### src/rtl/ifetch.sv
// Instruction fetch unit: zero-latency imem interface feeding a small prefetch FIFO whose head is the decode stage.
// Optional IFETCH_MISALIGN_TRAP_EN halts fetch on a misaligned redirect instead of forcing word alignment.
module ifetch #(
  parameter logic [31:0] RESET_PC  = 32'h0000_0000,
  parameter int          BUF_DEPTH = 2
) (
  input  logic        clk,
  input  logic        rst,
  output logic        imem_req,
  output logic [31:0] imem_addr,
  input  logic        imem_ready,
  input  logic [31:0] imem_rdata,
  input  logic        stall,
  input  logic        PCSrc,
  input  logic [31:0] PCTarget,
  output logic        instr_valid,
  output logic [31:0] instr,
  output logic [31:0] pc,
  output logic [31:0] pc_plus4,
  output logic [6:0]  op,
  output logic [2:0]  funct3,
  output logic        funct7,
  output logic        misalign
);

  localparam int PW = (BUF_DEPTH > 2) ? 2 : 1;
  localparam logic [PW:0]   DEPTH_C  = (PW+1)'(BUF_DEPTH);
  localparam logic [PW:0]   CNT_ZERO = (PW+1)'(1'b0);
  localparam logic [PW:0]   CNT_ONE  = (PW+1)'(1'b1);
  localparam logic [PW-1:0] PTR_ZERO = PW'(1'b0);
  localparam logic [PW-1:0] PTR_ONE  = PW'(1'b1);

  typedef enum logic [1:0] {
    FETCH = 2'd0,
    DRAIN = 2'd1,
    HALT  = 2'd2
  } state_t;

  state_t          state_r;
  logic [31:0]     fetch_pc_r;
  logic [PW-1:0]   head_r;
  logic [PW-1:0]   tail_r;
  logic [PW:0]     count_r;
  logic [31:0]     buf_pc_r    [BUF_DEPTH];
  logic [31:0]     buf_instr_r [BUF_DEPTH];
  logic [31:0]     instr_r;
  logic [31:0]     pc_r;
  logic            misalign_r;

  logic            req_s;
  logic            accept_s;
  logic            consume_s;
  logic            redirect_s;
  logic            push_s;
  logic            pop_s;
  logic            trap_s;
  logic [31:0]     target_s;
  logic [PW-1:0]   head_nx_s;
  logic [31:0]     nxt_instr_s;
  logic [31:0]     nxt_pc_s;

  // Request is gated by rst so nothing is presented while reset is held.
  assign req_s      = !rst && (state_r == FETCH) && (count_r < DEPTH_C);
  assign accept_s   = req_s && imem_ready;
  assign consume_s  = (count_r != CNT_ZERO) && !stall;
  assign redirect_s = consume_s && PCSrc;
  assign push_s     = accept_s && !redirect_s;
  assign pop_s      = consume_s && !redirect_s;
  assign head_nx_s  = head_r + PTR_ONE;

`ifdef IFETCH_MISALIGN_TRAP_EN
  assign target_s = PCTarget;
  assign trap_s   = redirect_s && (PCTarget[1:0] != 2'b00);
  assign misalign = misalign_r;
`else
  assign target_s = PCTarget & 32'hFFFF_FFFC;
  assign trap_s   = 1'b0;
  assign misalign = 1'b0;
`endif

  assign imem_req    = req_s;
  assign imem_addr   = fetch_pc_r;
  assign instr_valid = (count_r != CNT_ZERO);
  assign instr       = instr_r;
  assign pc          = pc_r;
  assign pc_plus4    = pc_r + 32'd4;
  assign op          = instr_r[6:0];
  assign funct3      = instr_r[14:12];
  assign funct7      = instr_r[30];

  // Next head word: the entry behind the popped one, the word arriving into an empty slot, or hold.
  always_comb begin
    nxt_instr_s = instr_r;
    nxt_pc_s    = pc_r;
    if (redirect_s) begin
      nxt_instr_s = instr_r;
      nxt_pc_s    = pc_r;
    end else if (pop_s && (count_r > CNT_ONE)) begin
      nxt_instr_s = buf_instr_r[head_nx_s];
      nxt_pc_s    = buf_pc_r[head_nx_s];
    end else if (push_s && (count_r == (pop_s ? CNT_ONE : CNT_ZERO))) begin
      nxt_instr_s = imem_rdata;
      nxt_pc_s    = fetch_pc_r;
    end else begin
      nxt_instr_s = instr_r;
      nxt_pc_s    = pc_r;
    end
  end

  // Control state, fetch pointer, FIFO storage and registered head outputs.
  always_ff @(posedge clk or posedge rst) begin
    if (rst) begin
      state_r    <= FETCH;
      fetch_pc_r <= RESET_PC;
      head_r     <= PTR_ZERO;
      tail_r     <= PTR_ZERO;
      count_r    <= CNT_ZERO;
      instr_r    <= 32'h0000_0000;
      pc_r       <= 32'h0000_0000;
      misalign_r <= 1'b0;
      for (int i = 0; i < BUF_DEPTH; i++) begin
        buf_pc_r[i]    <= 32'h0000_0000;
        buf_instr_r[i] <= 32'h0000_0000;
      end
    end else begin
      // Memory answers on the accept edge, so no word is ever left in flight to drain.
      case (state_r)
        FETCH:   state_r <= trap_s ? HALT : FETCH;
        DRAIN:   state_r <= FETCH;
        HALT:    state_r <= HALT;
        default: state_r <= FETCH;
      endcase

      if (trap_s) begin
        misalign_r <= 1'b1;
      end else begin
        misalign_r <= misalign_r;
      end

      if (redirect_s) begin
        fetch_pc_r <= target_s;
        head_r     <= PTR_ZERO;
        tail_r     <= PTR_ZERO;
        count_r    <= CNT_ZERO;
      end else begin
        if (accept_s) begin
          fetch_pc_r <= fetch_pc_r + 32'd4;
        end else begin
          fetch_pc_r <= fetch_pc_r;
        end
        if (push_s) begin
          buf_pc_r[tail_r]    <= fetch_pc_r;
          buf_instr_r[tail_r] <= imem_rdata;
          tail_r              <= tail_r + PTR_ONE;
        end else begin
          tail_r <= tail_r;
        end
        if (pop_s) begin
          head_r <= head_nx_s;
        end else begin
          head_r <= head_r;
        end
        case ({push_s, pop_s})
          2'b10:   count_r <= count_r + CNT_ONE;
          2'b01:   count_r <= count_r - CNT_ONE;
          default: count_r <= count_r;
        endcase
      end

      instr_r <= nxt_instr_s;
      pc_r    <= nxt_pc_s;
    end
  end

endmodule
### config.mk
export PLATFORM = sky130hd
export DESIGN_NAME = ifetch
export DESIGN_NICKNAME = d
export VERILOG_FILES = /design/src/rtl/ifetch.sv
export SDC_FILE = /design/constraint.sdc
export NUM_CORES = 1
export LEC_CHECK = 0
export CORE_MARGIN = 2
export CORE_UTILIZATION = 52
export CTS_CLUSTER_DIAMETER = 50
export DETAILED_ROUTE_END_ITERATION = 8
export PLACE_DENSITY = 0.83
export RECOVER_POWER = 100
export SLEW_MARGIN = 15
export SYNTH_ARGS = -nofsm -noshare
export SYNTH_HDL_FRONTEND = slang
export SYNTH_SLANG_ARGS = --single-unit
### constraint.sdc
create_clock -name clk -period 8.3 [get_ports clk]
set_clock_uncertainty 0.05 [all_clocks]
set_input_delay 1.66 -clock clk [delete_from_list [all_inputs] [get_ports clk]]
set_output_delay 1.66 -clock clk [all_outputs]
set_load 0.05 [all_outputs]
==> impl_metrics.env <==
export IMPL_cp_end_kind="flop"
export IMPL_die_w_um=147
export IMPL_drtIter0Drc=341
export IMPL_ant_nets=0
export IMPL_finalHoldViolations=0
export IMPL_clk_latency_ps=520
export IMPL_relSlewSlack_pct=-79.4
export IMPL_numCtsBuffers=28
export IMPL_grt_ovfl_total=0
export IMPL_final_cell_mix="dfrtp_1, dlygate4sd3_1, mux2_2"
export IMPL_avgSynthCellArea_um2=10.6
export IMPL_synth_top_area_share_pct=52.0
export IMPL_post_route_cells_drive_above_1_share_pct=16.3
export IMPL_run_status="complete, but fails checks"
export IMPL_r2r_end="buf_pc_r[49]$_DFFE_PP0P_"
export IMPL_grt_pass1_vias=7943
export IMPL_drc=0
export IMPL_worst_pin_slew_ps=2690
export IMPL_nets=1235
export IMPL_cts_resized=0
export IMPL_clock_power_share_pct=21.2
export IMPL_track_usage_pct=23.4
export IMPL_worstPathRequired_ps=8650
export IMPL_timing_rr_start="count_r[1]$_DFFE_PP0P_"
export IMPL_holdPathEnd="instr[21]$_DFFE_PP0P_"
export IMPL_cts_root_buf="clkbuf_16"
export IMPL_max_freq_mhz=161
export IMPL_hold_path_class="reg -> reg"
export IMPL_start_kind="input port"
export IMPL_cts_htree_levels=1
export IMPL_clkSinkCount=220
export IMPL_io_pin_count=211
export IMPL_yosysTopAreaCell="dfrtp_1"
export IMPL_hpwlAfterDp_um=16000
export IMPL_cts_tree="built"
export IMPL_drt_pass1_iter_count=5
export IMPL_netlist_area_um2=10600
export IMPL_comb_power_share_pct=46.4
export IMPL_die_height_um=147
export IMPL_p_int_mw=3.60
export IMPL_r2r_cells=9
export IMPL_violations="max-capacitance violations, max-slew violations"
export IMPL_hold_path_startpoint="instr[21]$_DFFE_PP0P_"
export IMPL_design_area_um2=13700
export IMPL_vias_per_cell=5.46
export IMPL_leakage_nw=5.79
export IMPL_fin_crit_sh_pct=75.0
export IMPL_irDropWorstVdd_uv=282
export IMPL_p_sw_share_pct=44.4
export IMPL_gp_congestion=0.812
export IMPL_hold_buffers=0
export IMPL_ys_seq_area_share_pct=52.0
export IMPL_setup_violations=0
export IMPL_p_per_area_nw_per_um2=471
export IMPL_netlist_instances=997
export IMPL_synthDistinctLibCells=40
export IMPL_place_area_um2=12700
export IMPL_grt_pass1_wl_um=41100
export IMPL_critical_path_class="in -> reg"
export IMPL_avgRoutedWirePerCell_um=17.5
export IMPL_grt_setup_unrepaired="no"
export IMPL_grt_max_degree=146
export IMPL_cap_violations=2
export IMPL_crit_fanout=62
export IMPL_yosys_warnings=0
export IMPL_rows=52
export IMPL_cts_setup_buffers=0
export IMPL_numPortBuffers=201
export IMPL_fin_crit_ps=6220
export IMPL_antenna_found_initial=0
export IMPL_worstHoldPathCells=2
export IMPL_synth_area_leaders="dfrtp_1, mux2_2, mux2i_1"
export IMPL_switchingPower_mw=2.87
export IMPL_path_clk_slew_ps=60
export IMPL_fin_tns_setup_ps=0
export IMPL_wl_um=25400
export IMPL_initial_core_util_pct=52.6
export IMPL_area_growth_syn_to_layout_pct=29.8
export IMPL_diodes=0
export IMPL_cp_arrival_ps=6570
export IMPL_fp_coreArea_um2=20100
export IMPL_sequentialPowerShare_pct=32.3
export IMPL_ys_seq_elements=220
export IMPL_die_area_um2=21500
export IMPL_reg2reg_slack_ps=3070
export IMPL_final_common_cell="dfrtp_1"
export IMPL_clock_path_buffers=3
export IMPL_vias=7942
export IMPL_timing_final_max_slew_violations=108
==> stage by stage <==
step / hold slack [ps] / setup WS [ps] / power, mW / cells / util (%)
after detailed placement: 419 / 3170 / 5.22 / 1402 / 63.0
after floorplan: 399 / 531 / 4.24 / 1003 / -
final: 422 / 2080 / 6.47 / 1454 / 68.3
after global placement: 410 / 3250 / 5.12 / 1402 / 63.0
after global routing: 451 / 1680 / 6.80 / 1454 / 68.3
after CTS: 432 / 3280 / 6.63 / 1454 / 68.4
==> cells in the mapped netlist <==
library cell,instances
and4bb_2,1
and3_1,1
buf_8,1
and2_1,2
buf_6,1
o32ai_1,1
clkbuf_2,2
or4_4,1
and2_0,1
nor4_1,7
conb_1,1
nor4_2,2
xnor2_1,42
mux2i_1,63
a31oi_1,1
or3_1,1
dfrtp_1,220
nand4_1,12
inv_1,12
buf_1,6
buf_2,14
clkbuf_1,38
a21oi_1,95
and4_1,5
ha_1,4
nand2_1,87
and3_2,2
nor2_1,111
o21ai_0,69
nand2_2,1
nor4_4,1
and3b_1,1
buf_4,18
nand3_1,22
nor2b_1,1
nor3_1,10
a21boi_1,1
nand4_2,1
xor2_1,17
mux2_2,121
==> kinds of logic (layout without fill, tap and decap cells) <==
family | count (synthesis) | in the layout | synth area share (%)
buffers and inverters | 92 | 273 | 4.27
xor gates and xnor gates | 59 | 59 | 4.88
adders and majority gates | 4 | 4 | 0.473
and+or+nand+nor | 270 | 270 | 11.5
DFF | 220 | 220 | 52.0
other | 1 | 7 | 0.0354
muxes | 184 | 184 | 18.8
AOI/OAI and AO/OA | 167 | 167 | 7.97
==> power by group through the flow <==
| stage | Clock [mW] | Sequential (mW) | Combinational, mW |
|---|---|---|---|
| after floorplan | 0 | 2.69 | 1.55 |
| after global placement | 0 | 2.07 | 3.05 |
| after global routing | 1.44 | 2.17 | 3.19 |
| after CTS | 1.39 | 2.10 | 3.14 |
| final | 1.37 | 2.09 | 3.00 |
| after detailed placement | 0 | 2.11 | 3.12 |
==> worst max-delay path by stage <==
stage / startpoint / endpoint / slack, ps / depth (start not counted)
6_report: stall / buf_pc_r[49]$_DFFE_PP0P_ / 2080 / 8
4_1_cts: pc[4]$_DFFE_PP0P_ / pc_plus4[29] / 3280 / 7
2_1_floorplan: rst / buf_instr_r[0]$_DFFE_PP0P_ / 530 / 1
3_5_place_dp: stall / buf_pc_r[52]$_DFFE_PP0P_ / 3170 / 8
5_1_grt: stall / buf_pc_r[47]$_DFFE_PP0P_ / 1680 / 8
3_3_place_gp: stall / buf_instr_r[35]$_DFFE_PP0P_ / 3250 / 8
==> layout make-up <==
| type | count | area (um^2) |
|---|---|---|
| clock inverters | 15 | 268 |
| multi-input cells | 691 | 4680 |
| well taps | 270 | 338 |
| repair buffers | 209 | 2070 |
| inverters | 12 | 52.6 |
| fillers | 1484 | 6380 |
| flip-flops and latches | 220 | 5510 |
| clock buffers | 37 | 816 |
==> sequential cells by signal (all words and copies together), names as in the netlist <==
signal       cells
instr           32
buf_instr_r     64
imem_addr       30
buf_pc_r        60
head_r           1
pc              30
tail_r           1
count_r          2
==> worst max-delay path: stages <==
cell           delay [ps]
dlygate4sd3_1         630
nor2_1                140
nand2_2                80
clkbuf_1             1890
nand2_1               310
nor2_4                850
buf_4                 570
mux2_2                400
==> layer usage <==
metal / vias to the layer above / share of wire (%) / global-route usage [%]
li1: 3756 / - / -
met1: 3941 / 44 / 32.0
met2: 209 / 50 / 39.9
met3: 36 / 4.6 / 2.72
met4: 0 / 2.0 / 6.31
met5: - / 0 / 0
Power figures use the tool's default switching activity.
